[src/rtl/imem_pkg.sv]
// imem_pkg: shared definitions for the instruction-memory loader slice.
//   IMEM_ADDR_W    byte address width of the instruction store
//   IMEM_BYTES     number of bytes in the store
//   BYTES_PER_WORD bytes per instruction word
//   BYTE_IDX_W     width of the byte index within a word
//   loader_state_t loader FSM states
package imem_pkg;

    localparam int IMEM_ADDR_W    = 9;
    localparam int IMEM_BYTES     = 2 ** IMEM_ADDR_W;
    localparam int BYTES_PER_WORD = 4;
    localparam int BYTE_IDX_W     = 2;

    typedef enum logic [2:0] {
        IDLE      = 3'd0,
        WAIT_WORD = 3'd1,
        WRITE     = 3'd2,
        DONE      = 3'd3,
        ERR       = 3'd4
    } loader_state_t;

endpackage

[src/rtl/imem_word_serializer.sv]
// imem_word_serializer: holds one instruction word and presents it one byte
// at a time, most significant byte first.
// Ports:
//   clk, rst_n  clock and asynchronous active-low reset
//   load        capture load_word and restart at byte index 0
//   advance     step to the next byte (ignored when load is high)
//   load_word   word to serialize
//   byte_out    current byte, taken straight from the top of the holding register
//   byte_idx    index of the byte currently on byte_out (0 = MSB)
module imem_word_serializer
    import imem_pkg::*;
#(
    parameter int WORD_W = 32
) (
    input  logic                  clk,
    input  logic                  rst_n,
    input  logic                  load,
    input  logic                  advance,
    input  logic [WORD_W-1:0]     load_word,
    output logic [7:0]            byte_out,
    output logic [BYTE_IDX_W-1:0] byte_idx
);

    logic [WORD_W-1:0]     hold_q;
    logic [BYTE_IDX_W-1:0] idx_q;

    // Shifting left keeps the current byte in the top 8 bits, so byte_out is
    // a plain register slice with no output mux.
    always_ff @(posedge clk or negedge rst_n) begin
        if (!rst_n) begin
            hold_q <= '0;
            idx_q  <= '0;
        end else if (load) begin
            hold_q <= load_word;
            idx_q  <= '0;
        end else if (advance) begin
            hold_q <= {hold_q[WORD_W-9:0], 8'h00};
            idx_q  <= idx_q + 1'b1;
        end
    end

    assign byte_out = hold_q[WORD_W-1 -: 8];
    assign byte_idx = idx_q;

endmodule

[src/rtl/imem_loader.sv]
// imem_loader: writer side of the byte-addressed instruction memory. Takes
// 32-bit words on a valid/ready stream and writes each as four big-endian
// bytes (MSB at A, LSB at A+3) starting at a word-aligned base address.
// Optional build macro: IMEM_LOADER_CHECKSUM_EN adds a 32-bit running sum
// of accepted words on the checksum output.
// Ports:
//   clk, rst_n    clock and asynchronous active-low reset
//   start         one-cycle pulse, honoured only in IDLE, DONE or ERR
//   base_addr     first byte address (low two bits ignored)
//   word_count    number of words to load (0 allowed)
//   in_valid/in_ready/in_data  input word stream
//   mem_we/mem_addr/mem_wdata  byte write port of the instruction store
//   busy          load in progress
//   done, err     sticky completion / range-overflow flags, cleared by start
//   words_loaded  words fully written in the current load
//   checksum      (IMEM_LOADER_CHECKSUM_EN only) sum of accepted words mod 2**32
//   dbg_state     current FSM state
module imem_loader
    import imem_pkg::*;
#(
    parameter int ADDR_W = IMEM_ADDR_W,
    parameter int WORD_W = 32,
    parameter int CNT_W  = 8
) (
    input  logic               clk,
    input  logic               rst_n,
    input  logic               start,
    input  logic [ADDR_W-1:0]  base_addr,
    input  logic [CNT_W-1:0]   word_count,
    input  logic               in_valid,
    input  logic [WORD_W-1:0]  in_data,
    output logic               in_ready,
    output logic               mem_we,
    output logic [ADDR_W-1:0]  mem_addr,
    output logic [7:0]         mem_wdata,
    output logic               busy,
    output logic               done,
    output logic               err,
    output logic [CNT_W-1:0]   words_loaded,
`ifdef IMEM_LOADER_CHECKSUM_EN
    output logic [31:0]        checksum,
`endif
    output loader_state_t      dbg_state
);

    // Handshake: a word transfers on a rising edge where in_valid && in_ready.
    // in_ready is registered and high only in WAIT_WORD; in_valid in any other
    // state leaves the word with the source. in_valid may drop at will.

    localparam int SUM_W = ADDR_W + 3;
    localparam logic [SUM_W-1:0] MEM_SIZE = SUM_W'(2 ** ADDR_W);

    loader_state_t state_q, state_d;

    logic [ADDR_W-1:0]     addr_q;
    logic [CNT_W-1:0]      count_q;
    logic [CNT_W-1:0]      loaded_q;
    logic [ADDR_W-1:0]     base_aligned;
    logic [SUM_W-1:0]      range_end;
    logic                  range_bad;
    logic                  start_ok;
    logic                  accept;
    logic                  writing;
    logic                  last_byte;
    logic                  last_word;
    logic [7:0]            ser_byte;
    logic [BYTE_IDX_W-1:0] byte_idx;

    assign base_aligned = base_addr & ~ADDR_W'(3);
    // Three spare bits hold the worst case base + 4*count without wrapping.
    assign range_end    = SUM_W'(base_aligned) + SUM_W'({word_count, 2'b00});
    assign range_bad    = range_end > MEM_SIZE;

    assign start_ok  = start && (state_q == IDLE || state_q == DONE || state_q == ERR);
    assign accept    = (state_q == WAIT_WORD) && in_valid && in_ready;
    assign writing   = (state_q == WRITE);
    assign last_byte = writing && (byte_idx == BYTE_IDX_W'(BYTES_PER_WORD - 1));
    assign last_word = last_byte && (loaded_q + CNT_W'(1) == count_q);

    imem_word_serializer #(
        .WORD_W (WORD_W)
    ) u_serializer (
        .clk       (clk),
        .rst_n     (rst_n),
        .load      (accept),
        .advance   (writing),
        .load_word (in_data),
        .byte_out  (ser_byte),
        .byte_idx  (byte_idx)
    );

    always_ff @(posedge clk or negedge rst_n) begin
        if (!rst_n) begin
            state_q <= IDLE;
        end else begin
            state_q <= state_d;
        end
    end

    always_comb begin
        state_d = state_q;
        case (state_q)
            IDLE, DONE, ERR: begin
                if (start) begin
                    if (range_bad) begin
                        state_d = ERR;
                    end else if (word_count == '0) begin
                        state_d = DONE;
                    end else begin
                        state_d = WAIT_WORD;
                    end
                end
            end
            WAIT_WORD: begin
                if (accept) begin
                    state_d = WRITE;
                end
            end
            WRITE: begin
                if (last_word) begin
                    state_d = DONE;
                end else if (last_byte) begin
                    state_d = WAIT_WORD;
                end
            end
            default: state_d = IDLE;
        endcase
    end

    // Status outputs are registered from the next state so they line up
    // with the state they describe.
    always_ff @(posedge clk or negedge rst_n) begin
        if (!rst_n) begin
            in_ready <= 1'b0;
            mem_we   <= 1'b0;
            busy     <= 1'b0;
            done     <= 1'b0;
            err      <= 1'b0;
            addr_q   <= '0;
            count_q  <= '0;
            loaded_q <= '0;
        end else begin
            in_ready <= (state_d == WAIT_WORD);
            mem_we   <= (state_d == WRITE);
            busy     <= (state_d == WAIT_WORD) || (state_d == WRITE);
            done     <= (state_d == DONE);
            err      <= (state_d == ERR);
            if (start_ok) begin
                addr_q   <= base_aligned;
                count_q  <= word_count;
                loaded_q <= '0;
            end else if (writing) begin
                // The range check at start keeps this from wrapping while
                // bytes are still being written.
                addr_q <= addr_q + 1'b1;
                if (last_byte) begin
                    loaded_q <= loaded_q + 1'b1;
                end
            end
        end
    end

`ifdef IMEM_LOADER_CHECKSUM_EN
    always_ff @(posedge clk or negedge rst_n) begin
        if (!rst_n) begin
            checksum <= '0;
        end else if (start_ok) begin
            checksum <= '0;
        end else if (accept) begin
            checksum <= checksum + in_data;
        end
    end
`endif

    assign mem_addr     = addr_q;
    assign mem_wdata    = ser_byte;
    assign words_loaded = loaded_q;
    assign dbg_state    = state_q;

endmodule
[config.mk]
export PLATFORM = sky130hd
export DESIGN_NAME = imem_loader
export DESIGN_NICKNAME = d
export VERILOG_FILES = /design/src/rtl/imem_pkg.sv /design/src/rtl/imem_word_serializer.sv /design/src/rtl/imem_loader.sv
export SDC_FILE = /design/constraint.sdc
export NUM_CORES = 1
export LEC_CHECK = 0
export CORE_MARGIN = 1
export CORE_UTILIZATION = 44
export DETAILED_ROUTE_END_ITERATION = 7
export PLACE_DENSITY = 0.71
export SYNTH_ARGS = -nofsm -noshare
export SYNTH_HDL_FRONTEND = slang
export SYNTH_HIERARCHICAL = 1
export SYNTH_SLANG_ARGS = --single-unit
[constraint.sdc]
create_clock -name clk -period 3 [get_ports clk]
set_input_delay 0.45 -clock clk [delete_from_list [all_inputs] [get_ports clk]]
set_output_delay 0.45 -clock clk [all_outputs]
set_load 0.02 [all_outputs]
==> results.toml <==
[clock_network]
cts_buffers = 9
clkSinkCount = 67
clk_latency_ps = 340
clk_pin_slew_ps = 70
cts_max_level = 3
ctsResizeCount = 0
post-cts-setup-buffer-count = 0
cts_hold_buf = 0
clockBufferDepth = 2
root_buffer = "clkbuf_8"
cts_tree = "yes"

[synth]
syn_area_um2 = 3740
yosysTopAreaCellShare_pct = 44.8
ys_top_cells_by_count = "80 x nand2_1, 67 x dfrtp_1, 32 x o21ai_0, 25 x mux2i_1, 23 x nor2_1"
synthesis.nets = 457
synthTopCellsByArea = "dfrtp_1 45%, nand2_1 8.0%, mux2i_1 6.7%, o21ai_0 4.3%, ha_1 3.0%"
yosysSeqAreaShare_pct = 44.8
syn_avg_cell_area_um2 = 9.49
synth_cell_types = 58
synth_ff_type = "dfrtp_1"
ys_ff_latch = 67
synth-edff-count = 0
yosysWarnings = 6
yosysMostFrequentCell = "nand2_1"
syn_inst = 394
synth-async-reset-ratio_pct = 100
synth_top_area_cell = "dfrtp_1"

[critical_path]
cp_slowest_stage_delay_ps = 450
path_cells = "clkdlybuf4s50_1 > ha_1 > fa_1 > a211oi_4 > a2bb2oi_2 > o2111a_2 > nand4_2 > o221a_4 > o31ai_2"
r2r-end = "dbg_state[1]$_DFF_PN0_"
reg2regPathDepth = 6
worstReg2RegStart = "words_loaded[0]$_DFFE_PN0P_"
r2r_setup_slack_ps = 750
cp_data_arrival_time_ps = 2950
required_ps = 3250
endpoint_kind = "register"
crit_slowest_cell = "clkdlybuf4s50_1"
cp-start-kind = "input pin"
crit_fanout = 4
crit_type = "in -> reg"

[final_layout]
n_antenna_cell = 0
layout.nets = 533
fin_cells = 579
drive_above_1_share_pct = 8.02
syn2layout_area_growth_pct = 29.9
multi_input_area_um2 = 1870
fin_util_pct = 59.1
register_area_um2 = 1680
fillCellCount = 709
fin_area_um2 = 4860

[pwr]
leakagePower_nw = 2.03
peakVddDrop_v = 0.000563
power_density_nw_per_um2 = 863
power.total_mw = 4.19

[global_route]
antenna_found_initial = 0
grt.overflow.total = 0
grt_pass1_wl_um = 14600
grt_max_degree = 68
grt_usage_pct = 21.3
grt_pass1_vias = 3022

[placed_design]
dpl.hpwl_um = 6240
gp_congestion = 0.797
placed_cell_area_um2 = 4600
post-place-ws_ps = -40.9
portBuffers = 83
dp_cells = 564

[sta]
rsz0062_at_grt = "false"
fin_hold_ws_ps = 292
fin_crit_ps = 2700
final_max_slew_viol_count = 0
finalSetupViolations = 0
max_slew_margin_pct = 35.2
finalHoldViolCount = 0
finClkSkew_ps = 10.3
setup_slack_ps = 305
worstMarginPinSlew_ps = 966
setup_tns_ps = 0
min_period_over_period_pct = 89.8
max_freq_mhz = 371

[die]
fp.dieH_um = 94.2
die_x_um = 94.2
die_area_um2 = 8870
core.rowCount = 33
ios = 86
core_area_um2 = 8220
initial_utilization_pct = 45.5

[routing]
ant_nets = 0
wl_per_cell_um = 15.2
wl_met1_um = 4110
vias_per_cell = 5.32
route.met2.wl_um = 4080
drt-pass1-iter-count = 4
num_vias = 3082
top_layer = "met4"
drtIter0Drc = 188
drc_errors = 0
wl_um = 8780
routed-wl-met3_um = 464

[worst_hold_path]
min_path_type = "in -> async"

[job]
drv_cap = 0

[status]
status = "finished, final reports clean"
==> state kept, by name, summed over array words and instances, names as in the netlist <==
register               count
busy                       1
count_q                    8
dbg_state                  3
done                       1
err                        1
in_ready                   1
mem_addr                   9
mem_we                     1
u_serializer/byte_idx      2
u_serializer/hold_q       32
words_loaded               8
==> critical path: cells and delay by family <==
family,cells,cell delay [ps]
AO/OA/AOI/OAI,5,1240
adder cells (fa/ha/maj),2,670
AND/OR/NAND/NOR,1,130
buffers and inverters,1,450
==> layer usage <==
layer  up-vias  track usage [%]
met3        13             3.72
li1       1522                -
met2        92             33.3
met1      1455             29.3
met4         0             7.95
met5         -                0
==> worst max path at each step <==
stage	start	endpoint	slack [ps]	cells past startpoint
floorplan	base_addr[2]	busy$_DFF_PN0_	530	8
global placement	base_addr[2]	busy$_DFF_PN0_	30	9
detailed placement	base_addr[2]	busy$_DFF_PN0_	-40	9
CTS	base_addr[2]	busy$_DFF_PN0_	320	9
global route	word_count[0]	busy$_DFF_PN0_	160	9
finish	word_count[0]	busy$_DFF_PN0_	300	9
==> placed cells by master, fill, tap and decap left out, drive strengths merged, types with 10 or more instances in the layout <==
cell and instances:
nor2 23, nand2b 10, mux2i 25, nand2 80
dfrtp 67, xnor2 12, clkdlybuf4s50 82, o21ai 51
nand3 11
==> where the power goes <==
group / switching (mW) / internal [mW] / total, mW
Clock: 0.353 / 0.636 / 0.989
Sequential: 0.302 / 1.25 / 1.55
Combinational: 0.849 / 0.799 / 1.65
Total: 1.50 / 2.69 / 4.19
==> area by class of cell <==
cell class,instances,share of cell area [%]
Multi-Input combinational cell,295,38.4
Clock inverter,6,2.83
Inverter,6,0.464
Clock buffer,9,2.55
Sequential cell,67,34.5
Tap cell,105,2.70
Timing Repair Buffer,91,18.5
==> logic make-up (layout without fill, tap and decap cells) <==
logic type      count (synthesis)  count (layout)  synth area share, %
compound gates                 85              85                 15.1
xor+xnor                       20              20                 4.69
fa+ha+maj                      10              10                 3.55
buf+inv                        32             112                 5.35
flops                          67              67                 44.8
mux                            25              25                 6.69
simple gates                  155             155                 19.7
Note: power is estimated with default switching activity, not from simulation.
